## config.mk

```make
export PLATFORM = sky130hd
export DESIGN_NAME = counter
export DESIGN_NICKNAME = d
export VERILOG_FILES = /design/src/rtl/counter_pkg.sv /design/src/rtl/counter_bcd_digit.sv /design/src/rtl/counter.sv
export SDC_FILE = /design/constraint.sdc
export NUM_CORES = 1
export LEC_CHECK = 0
export CAP_MARGIN = 20
export CORE_MARGIN = 2
export CORE_UTILIZATION = 30
export CTS_CLUSTER_SIZE = 16
export DETAILED_ROUTE_END_ITERATION = 7
export SLEW_MARGIN = 20
export SYNTH_ARGS = -nofsm -noshare
export SYNTH_HDL_FRONTEND = slang
export SYNTH_SLANG_ARGS = --single-unit
```

## constraint.sdc

```tcl
create_clock -name clk -period 4.1 [get_ports clk]
set_clock_uncertainty 0.05 [all_clocks]
set_input_delay 0.82 -clock clk [delete_from_list [all_inputs] [get_ports clk]]
set_output_delay 0.82 -clock clk [all_outputs]
set_load 0.005 [all_outputs]
```

## src/rtl/counter_pkg.sv

```systemverilog
// Shared types and constants for the two-digit BCD seconds counter.
// Latency: n/a (types only).
// Backpressure: n/a.
package counter_pkg;

  // One decimal digit in BCD; legal values are 0..BCD_MAX.
  typedef logic [3:0] bcd_digit_t;

  localparam bcd_digit_t BCD_MAX = 4'd9;

  // Packed seconds reading as presented to the display/readout logic.
  typedef struct packed {
    bcd_digit_t tens;
    bcd_digit_t ones;
  } bcd_reading_t;

endpackage

```

## src/rtl/counter_bcd_digit.sv

```systemverilog
// Single BCD digit register counting 0..9 with wrap, chainable via carry.
// Latency: value updates on the clk edge where inc_in is high; carry_out is combinational.
// Backpressure: none; every inc_in pulse is consumed on the same edge.
//
// Ports:
//   clk        rising-edge clock
//   init_regs  asynchronous active-low clear
//   inc_in     advance the digit by one on this edge
//   carry_out  high when inc_in is high and the digit is about to wrap 9 -> 0
//   value      current digit value, always 0..9
module bcd_digit
  import counter_pkg::*;
(
  input  logic       clk,
  input  logic       init_regs,
  input  logic       inc_in,
  output logic       carry_out,
  output bcd_digit_t value
);

  assign carry_out = inc_in && (value == BCD_MAX);

  always_ff @(posedge clk or negedge init_regs) begin
    if (!init_regs) begin
      value <= '0;
    end else if (inc_in) begin
      // Wrapping through carry_out keeps the digit out of the 10..15 range.
      value <= carry_out ? '0 : value + 4'd1;
    end
  end

endmodule

```

## src/rtl/counter.sv

```systemverilog
// Two-digit BCD seconds counter (00..99) driven by a CLK_FREQ-cycle prescaler.
// Latency: time_reading updates on the same edge as the internal one-second tick (registered output).
// Backpressure: none; count_enabled=0 freezes both the prescaler phase and the reading.
//
// Ports:
//   clk            rising-edge clock
//   init_regs      asynchronous active-low clear, released synchronously to clk
//   count_enabled  level: 1 = run, 0 = pause
//   sec_tick       one-cycle pulse coinciding with each reading update
//                  (present only when COUNTER_SEC_TICK_EN is defined)
//   time_reading   packed BCD {tens, ones}
//
// Build option: define COUNTER_SEC_TICK_EN to add the sec_tick output.
module counter
  import counter_pkg::*;
#(
  parameter int CLK_FREQ = 100000000
) (
  input  logic       clk,
  input  logic       init_regs,
  input  logic       count_enabled,
`ifdef COUNTER_SEC_TICK_EN
  output logic       sec_tick,
`endif
  output logic [7:0] time_reading
);

  // CLK_FREQ >= 2 is required; the guard only keeps the width legal.
  localparam int PW = (CLK_FREQ > 1) ? $clog2(CLK_FREQ) : 1;
  localparam logic [PW-1:0] PRESC_TERM = PW'(CLK_FREQ - 1);

  logic [PW-1:0] presc;
  logic          tick;
  logic          ones_carry;
  logic          tens_carry_unused;
  bcd_digit_t    ones_val;
  bcd_digit_t    tens_val;
  bcd_reading_t  reading;

  // The tick fires on the enabled edge where the prescaler sits at its
  // terminal count, i.e. on the CLK_FREQ-th enabled edge of each second.
  assign tick = count_enabled && (presc == PRESC_TERM);

  always_ff @(posedge clk or negedge init_regs) begin
    if (!init_regs) begin
      presc <= '0;
    end else if (count_enabled) begin
      presc <= (presc == PRESC_TERM) ? '0 : presc + PW'(1);
    end
  end

  bcd_digit u_ones (
    .clk       (clk),
    .init_regs (init_regs),
    .inc_in    (tick),
    .carry_out (ones_carry),
    .value     (ones_val)
  );

  // The tens carry marks the 99 -> 00 wrap; both digits already wrap on
  // their own, so nothing downstream needs it.
  bcd_digit u_tens (
    .clk       (clk),
    .init_regs (init_regs),
    .inc_in    (ones_carry),
    .carry_out (tens_carry_unused),
    .value     (tens_val)
  );

  assign reading.tens = tens_val;
  assign reading.ones = ones_val;
  assign time_reading = reading;

`ifdef COUNTER_SEC_TICK_EN
  always_ff @(posedge clk or negedge init_regs) begin
    if (!init_regs) begin
      sec_tick <= 1'b0;
    end else begin
      sec_tick <= tick;
    end
  end
`endif

endmodule

```

==> out/summary.txt, run 1 <==
Synth area leader: dfrtp_1
CTS tree: yes
CP Capture Type: flop
Fin crit share: 67.3%
# rows: 28
Drt pass-1 iters: 4
Finish-stage setup viols: 0
Startpoint types: input port
Share of layout cells above drive strength 1: 8.96%
CTS clk-pin slew, worst paths: 0.07 ns
Hold path startpoint: presc[24]
Full die area: 0.00690 mm2
# clock sinks: 35
Grt total ovfl: 0
Top cell type's share of synthesized area: 46.7%
Placed Cells: 270
Width of the die: 83.0 um
Routed WL: 3.73 mm
Cts hold-fix bufs: 0
Max_cap viols: 0
CTS Buf Count: 5
Count of input and output buffers: 10
Synth warnings: 0
FILL cells: 612
Final non-filler cell total: 276
Synth Register Bits: 35
Fin crit period: 2.76 ns
Die Y: 83.0 um
Critical path type: input port to flop
Post-DP HPWL: 2.49 mm
Slowest CP cell: or4_1
Clk_lat worst skew: 0.28 ns
Final ANT Viol Nets: 0
R2r startpoint: presc[9]
Post-Syn Area: 0.00187 mm2
Gpl congestion: 0.736
Arr. time, crit path: 2.92 ns
Tot GR Track Use: 11.7%
Post-CTS setup repair buffer count: 0
First-pass GRT wire length: 6.65 mm
Vias in the first global route: 1,368
DRC errors left: 0
Via density: 5.30
Worst Hold Class: flop to flop
Slew @ Worst Pin: 0.708 ns
Via Count: 1,463
Fin. Hold Viols: 0
Area growth, synth to finish: 13.7%
Req. time, crit path: 4.26 ns
Cells after Synth: 189
Status: complete, no violations
CP cell instances: clkdlybuf4s50_1 > nand4_2 > or4_1 > or4_1 > a21oi_1
Seq/Total Area, Yosys: 46.7%
DR iter-0 viols: 86
CTS Buffer Depth: 2
Post-synthesis net count: 197
Initial core utilization: 31.3%
Clk root buf: clkbuf_8
Most used cell, CP: or4_1
Fin util: 35.6%
Max Freq: 0.363 GHz
Slew Limit Fails: 0
Max-slew headroom: 52.4%
WHS: 0.460 ns
Initial antenna violation count: 0
Setup crit start: count_enabled
Boundary Pins: 11
Cell variety after synth: 35
Setup TNS: 0 ns
Syn Area/Cell: 9.92 um2
CP max FO: 6
Core box area: 0.00599 mm2
Buf+Inv Stages, Crit Path: 1
Wirelength per Cell: 13.5 um
Largest cells by area after synthesis: dfrtp_1, or4_1, xnor2_1
P_leak: 0.864 nW
Peak VDD IR: 126 uV
Cells resized by post-CTS repair: 0
Largest net degree at the start of global routing: 36
Pwr/cell area: 342 mW/mm2
Antenna diodes: 0
RSZ-0062 raised after global routing: no
Delay-heaviest family, CP: simple AND/OR/NAND/NOR gates
CP max stage delay: 0.66 ns
# nets final: 210
CTS H-Tree Depth: 2
==> stage by stage <==
stage               instance area [um2]  setup WS [ns]  total power [W]
finish                             2130           1.34         0.000730
global placement                   2060           1.08         0.000502
floorplan                          1870           1.74         0.000477
detailed placement                 2060           1.06         0.000506
CTS                                2130           1.36         0.000738
global route                       2130           1.22         0.000770
==> layout by cell type (no fill, tap or decap), drive strengths merged, types with 2 or more instances in the layout <==
master | synthesis | final
a21oi | 11 | 11
and3 | 2 | 2
and4 | 6 | 6
buf | 1 | 2
clkbuf | 5 | 6
clkdlybuf4s50 | 0 | 10
dfrtp | 35 | 35
ha | 5 | 5
inv | 8 | 8
mux2 | 5 | 5
mux2i | 2 | 2
nand2 | 11 | 11
nand3 | 13 | 13
nand4 | 8 | 8
nand4b | 2 | 2
nor2 | 17 | 17
nor3 | 3 | 3
nor4 | 6 | 6
o21ai | 3 | 3
o31ai | 10 | 10
or3 | 2 | 2
or4 | 12 | 12
xnor2 | 9 | 9
xor2 | 6 | 6
==> report_power, final <==
group	leakage, nW	switching [W]	internal [W]
Combinational	0.376	0.0000363	0.0000400
Clock	0.0371	0.000119	0.000113
Sequential	0.451	0.0000420	0.000379
Total	0.864	0.000197	0.000533
==> layer usage <==
layer / vias up / global-route usage [%] / share of wire (%)
met1: 709 / 16.8 / 52
met2: 17 / 16.9 / 43
met3: 5 / 3.48 / 3.3
li1: 732 / - / -
met5: - / 0 / 0
met4: 0 / 4.02 / 1.2
==> area by class of cell <==
type / count / area, um2 / share of cell area, %
repair buffers: 12 / 115 / 5.40
inverters: 8 / 30.0 / 1.41
clock buffers: 6 / 72.6 / 3.41
flip-flops and latches: 35 / 876 / 41.1
multi-input cells: 140 / 943 / 44.3
well taps: 75 / 93.8 / 4.40
==> cells in the mapped netlist <==
| master | n |
|---|---|
| o21ai_0 | 3 |
| or4b_2 | 1 |
| and4_1 | 4 |
| nand4b_1 | 2 |
| ha_1 | 5 |
| a21oi_1 | 11 |
| dfrtp_1 | 35 |
| or4_2 | 1 |
| and3_1 | 2 |
| nand2b_1 | 1 |
| nor3_1 | 3 |
| nand3_1 | 13 |
| nand4_2 | 1 |
| or4_1 | 11 |
| inv_1 | 8 |
| or3_1 | 2 |
| nor4bb_1 | 1 |
| clkbuf_2 | 1 |
| clkbuf_1 | 4 |
| and4_2 | 2 |
| nor3b_1 | 1 |
| o21bai_1 | 1 |
| xor2_1 | 6 |
| xnor2_1 | 9 |
| o211ai_1 | 1 |
| nor4_1 | 6 |
| and3b_1 | 1 |
| nand2_1 | 11 |
| mux2i_1 | 2 |
| mux2_2 | 5 |
| nor2_2 | 1 |
| nand4_1 | 7 |
| buf_2 | 1 |
| nor2_1 | 16 |
| o31ai_1 | 10 |
==> worst reg2reg max path, stage by stage, from the launching register on <==
cell	delay [ns]
dfrtp_1	0.44
or4b_2	0.69
nor4_1	0.62
nand2_1	0.24
mux2_2	0.33
==> sequential cells by signal, summed over array words and instances (netlist names) <==
name          cells
presc            27
u_ones.value      4
u_tens.value      4
==> worst paths after layout <==
check	end	slack, ns	depth (start not counted)
setup / recovery	presc[26]	1.34	5
hold / removal	presc[24]	0.46	1
setup reg to reg	u_tens.value[0]	1.64	4
hold reg to reg	presc[24]	0.46	1
max in group asynchronous	presc[17]	2.76	2
min in group asynchronous	u_ones.value[0]	0.91	2
==> cell families (layout without fill, tap and decap cells) <==
kind of cell	Yosys count	after routing	synth area share (%)
AO/OA/AOI/OAI	26	26	8.54
XOR/XNOR	15	15	7.01
adder cells (fa/ha/maj)	5	5	3.34
buffers and inverters	14	26	2.94
flip-flops	35	35	46.7
multiplexers	7	7	4.07
AND/OR/NAND/NOR	87	87	27.4
Note: power is estimated with default switching activity, not from simulation.
==> inputs of run 2 (changes only) <==
Clock period 4.1 ns to 2.5 ns, I/O delays scaled along.
==> run 2 against run 1 <==
Net effect:
- final cell count is 4.0% higher
- sequential cell count unchanged
- hold slack improved by 0.0021 ns
- largest power group unchanged
- largest cell class unchanged
- global-route usage rose by 0.46 points
- combinational power is 77% higher
- highest routed layer unchanged
==> out/summary.txt, run 2 (same netlist as run 1, synthesis figures left out) <==
Req. time, crit path: 2.65 ns (-1.61 ns)
Sequential power share: 56.7% (-1.0 points)
# clock sinks: 35 (unchanged)
Area of the multi-input gates: 943 um2 (unchanged)
Wirelength per Cell: 13.8 um (+1.8%)
Share of layout cells above drive strength 1: 13.2% (+4.3 points)
Boundary Pins: 11 (unchanged)
Setup TNS: 0 ns (unchanged)
WHS: 0.462 ns (+0.00213 ns)
Fin. Hold Viols: 0 (unchanged)
Width of the die: 83.0 um (unchanged)
Antenna diodes: 0 (unchanged)
CTS Buf Count: 5 (unchanged)
Largest net degree at the start of global routing: 36 (unchanged)
Initial core utilization: 31.3% (unchanged)
Sw power: 0.000330 W (+68%)
Reg with most FFs: presc
Cts hold-fix bufs: 0 (unchanged)
Core box area: 0.00599 mm2 (unchanged)
CTS tree: yes
Peak VDD IR: 218 uV (+73%)
Slew Limit Fails: 0 (unchanged)
Grt total ovfl: 0 (unchanged)
Status: complete, no violations
Post-CTS setup repair buffer count: 0 (unchanged)
Pwr/cell area: 553 mW/mm2 (+61%)
CP max FO: 4 (-2)
Max reg flops: 27 (unchanged)
Register area: 876 um2 (unchanged)
Clk_lat worst skew: 0.28 ns (about the same)
DR iter-0 viols: 80 (-7.0%)
Count of input and output buffers: 10 (unchanged)
Max-slew headroom: 69.1% (+17 points)
FILL cells: 604 (-1.3%)
Finish-stage setup viols: 0 (unchanged)
Cells resized by post-CTS repair: 0 (unchanged)
Area growth, synth to finish: 17.8%
Commonest non-fill, non-tap cell in the layout: dfrtp_1
CTS H-Tree Depth: 2 (unchanged)
Routed WL: 3.95 mm (+5.8%)
First-pass GRT wire length: 7.09 mm (+6.5%)
Die Y: 83.0 um (unchanged)
Via density: 5.24 (-1.1%)
Via Count: 1,505 (+2.9%)
Startpoint types: input port
Max Freq: 0.436 GHz
Critical path type: input port to flop
Worst Hold Class: flop to flop
Largest regs: presc x27, u_ones.value x4, u_tens.value x4
Gpl congestion: 0.743 (+1.0%)
Switch share: 27.1% (+0.068 points)
Fin crit period: 2.29 ns
Clk root buf: clkbuf_8
Final ANT Viol Nets: 0 (unchanged)
CTS Buffer Depth: 2 (unchanged)
Full die area: 0.00690 mm2 (unchanged)
CP Capture Type: flop
Max_cap viols: 0 (unchanged)
Fin crit share: 91.7%
Most frequent cells in the layout: dfrtp_1, nor2_1, nand3_1
CTS clk-pin slew, worst paths: 0.07 ns (about the same)
Arr. time, crit path: 2.45 ns (-0.47 ns)
Comb pwr share: 11.0% (+0.5 points)
Drt pass-1 iters: 6 (+2)
# nets final: 219 (+4.3%)
# rows: 28 (unchanged)
DRC errors left: 0 (unchanged)
Cell internal pwr: 0.000890 W (+67%)
Vias in the first global route: 1,480 (+8.2%)
Clk pwr share: 32.3% (+0.5 points)
Post-DP HPWL: 2.73 mm (+9.7%)
P_leak: 0.910 nW (+5.3%)
RSZ-0062 raised after global routing: no
Slew @ Worst Pin: 0.460 ns (-0.248 ns)
Initial antenna violation count: 0 (unchanged)
Tot GR Track Use: 12.2% (+0.46 points)
[run 2: changes by cell type in the layout (fill, tap and decap cells not counted), sizes merged]
cell / change
buf: +9
clkinv: +1
clkbuf: +1
[run 2: critical path: stages]
cell and delay (ns):
clkdlybuf4s50_1 0.49, nand4_2 0.15, or4_1 0.63, or4_1 0.50, a21oi_1 0.18
[run 2: cell type report]
cell class              instances  area share [%]
flip-flops and latches         35            39.7
clock buffers                   7            3.46
multi-input cells             140            42.7
repair buffers                 21            8.28
inverters                       8            1.36
clock inverters                 1           0.227
well taps                      75            4.25
[run 2: power groups by stage]
stage	sequential, W	combinational, W	clock (W)
floorplan	0.000684	0.0000971	0
global placement	0.000699	0.000132	0
detailed placement	0.000700	0.000138	0
CTS	0.000690	0.000138	0.000413
global route	0.000707	0.000158	0.000444
finish	0.000691	0.000135	0.000394
[run 2: per-layer routing]
layer  up-vias  GRT usage (%)  wire (um)  share of wire (%)
li1        749              -          -                  -
met2        20           19.3       1790                 45
met5         -              0          0                  0
met3         2           3.08        131                3.3
met1       734           17.1       2020                 51
met4         0           2.24         10               0.25
[run 2: stage by stage]
step | instances | setup slack, ns | util, % | area (um2) | power, W
2_1_floorplan | 189 | 0.373 | - | 1870 | 0.000782
3_3_place_gp | 279 | -0.0461 | 35.5 | 2130 | 0.000831
3_5_place_dp | 279 | -0.0991 | 35.5 | 2130 | 0.000838
4_1_cts | 287 | 0.208 | 36.8 | 2210 | 0.00124
5_1_grt | 287 | 0.0941 | 36.8 | 2210 | 0.00131
6_report | 287 | 0.206 | 36.8 | 2210 | 0.00122
[run 2: final timing paths]
check	from	end	slack, ns	cells past startpoint
min in group asynchronous	init_regs	presc[23]	0.59	2
max reg2reg	presc[0]	presc[26]	0.30	5
min	presc[24]	presc[24]	0.46	1
max	count_enabled	presc[26]	0.21	5
max in group asynchronous	init_regs	u_ones.value[3]	1.49	2
min reg2reg	presc[24]	presc[24]	0.46	1
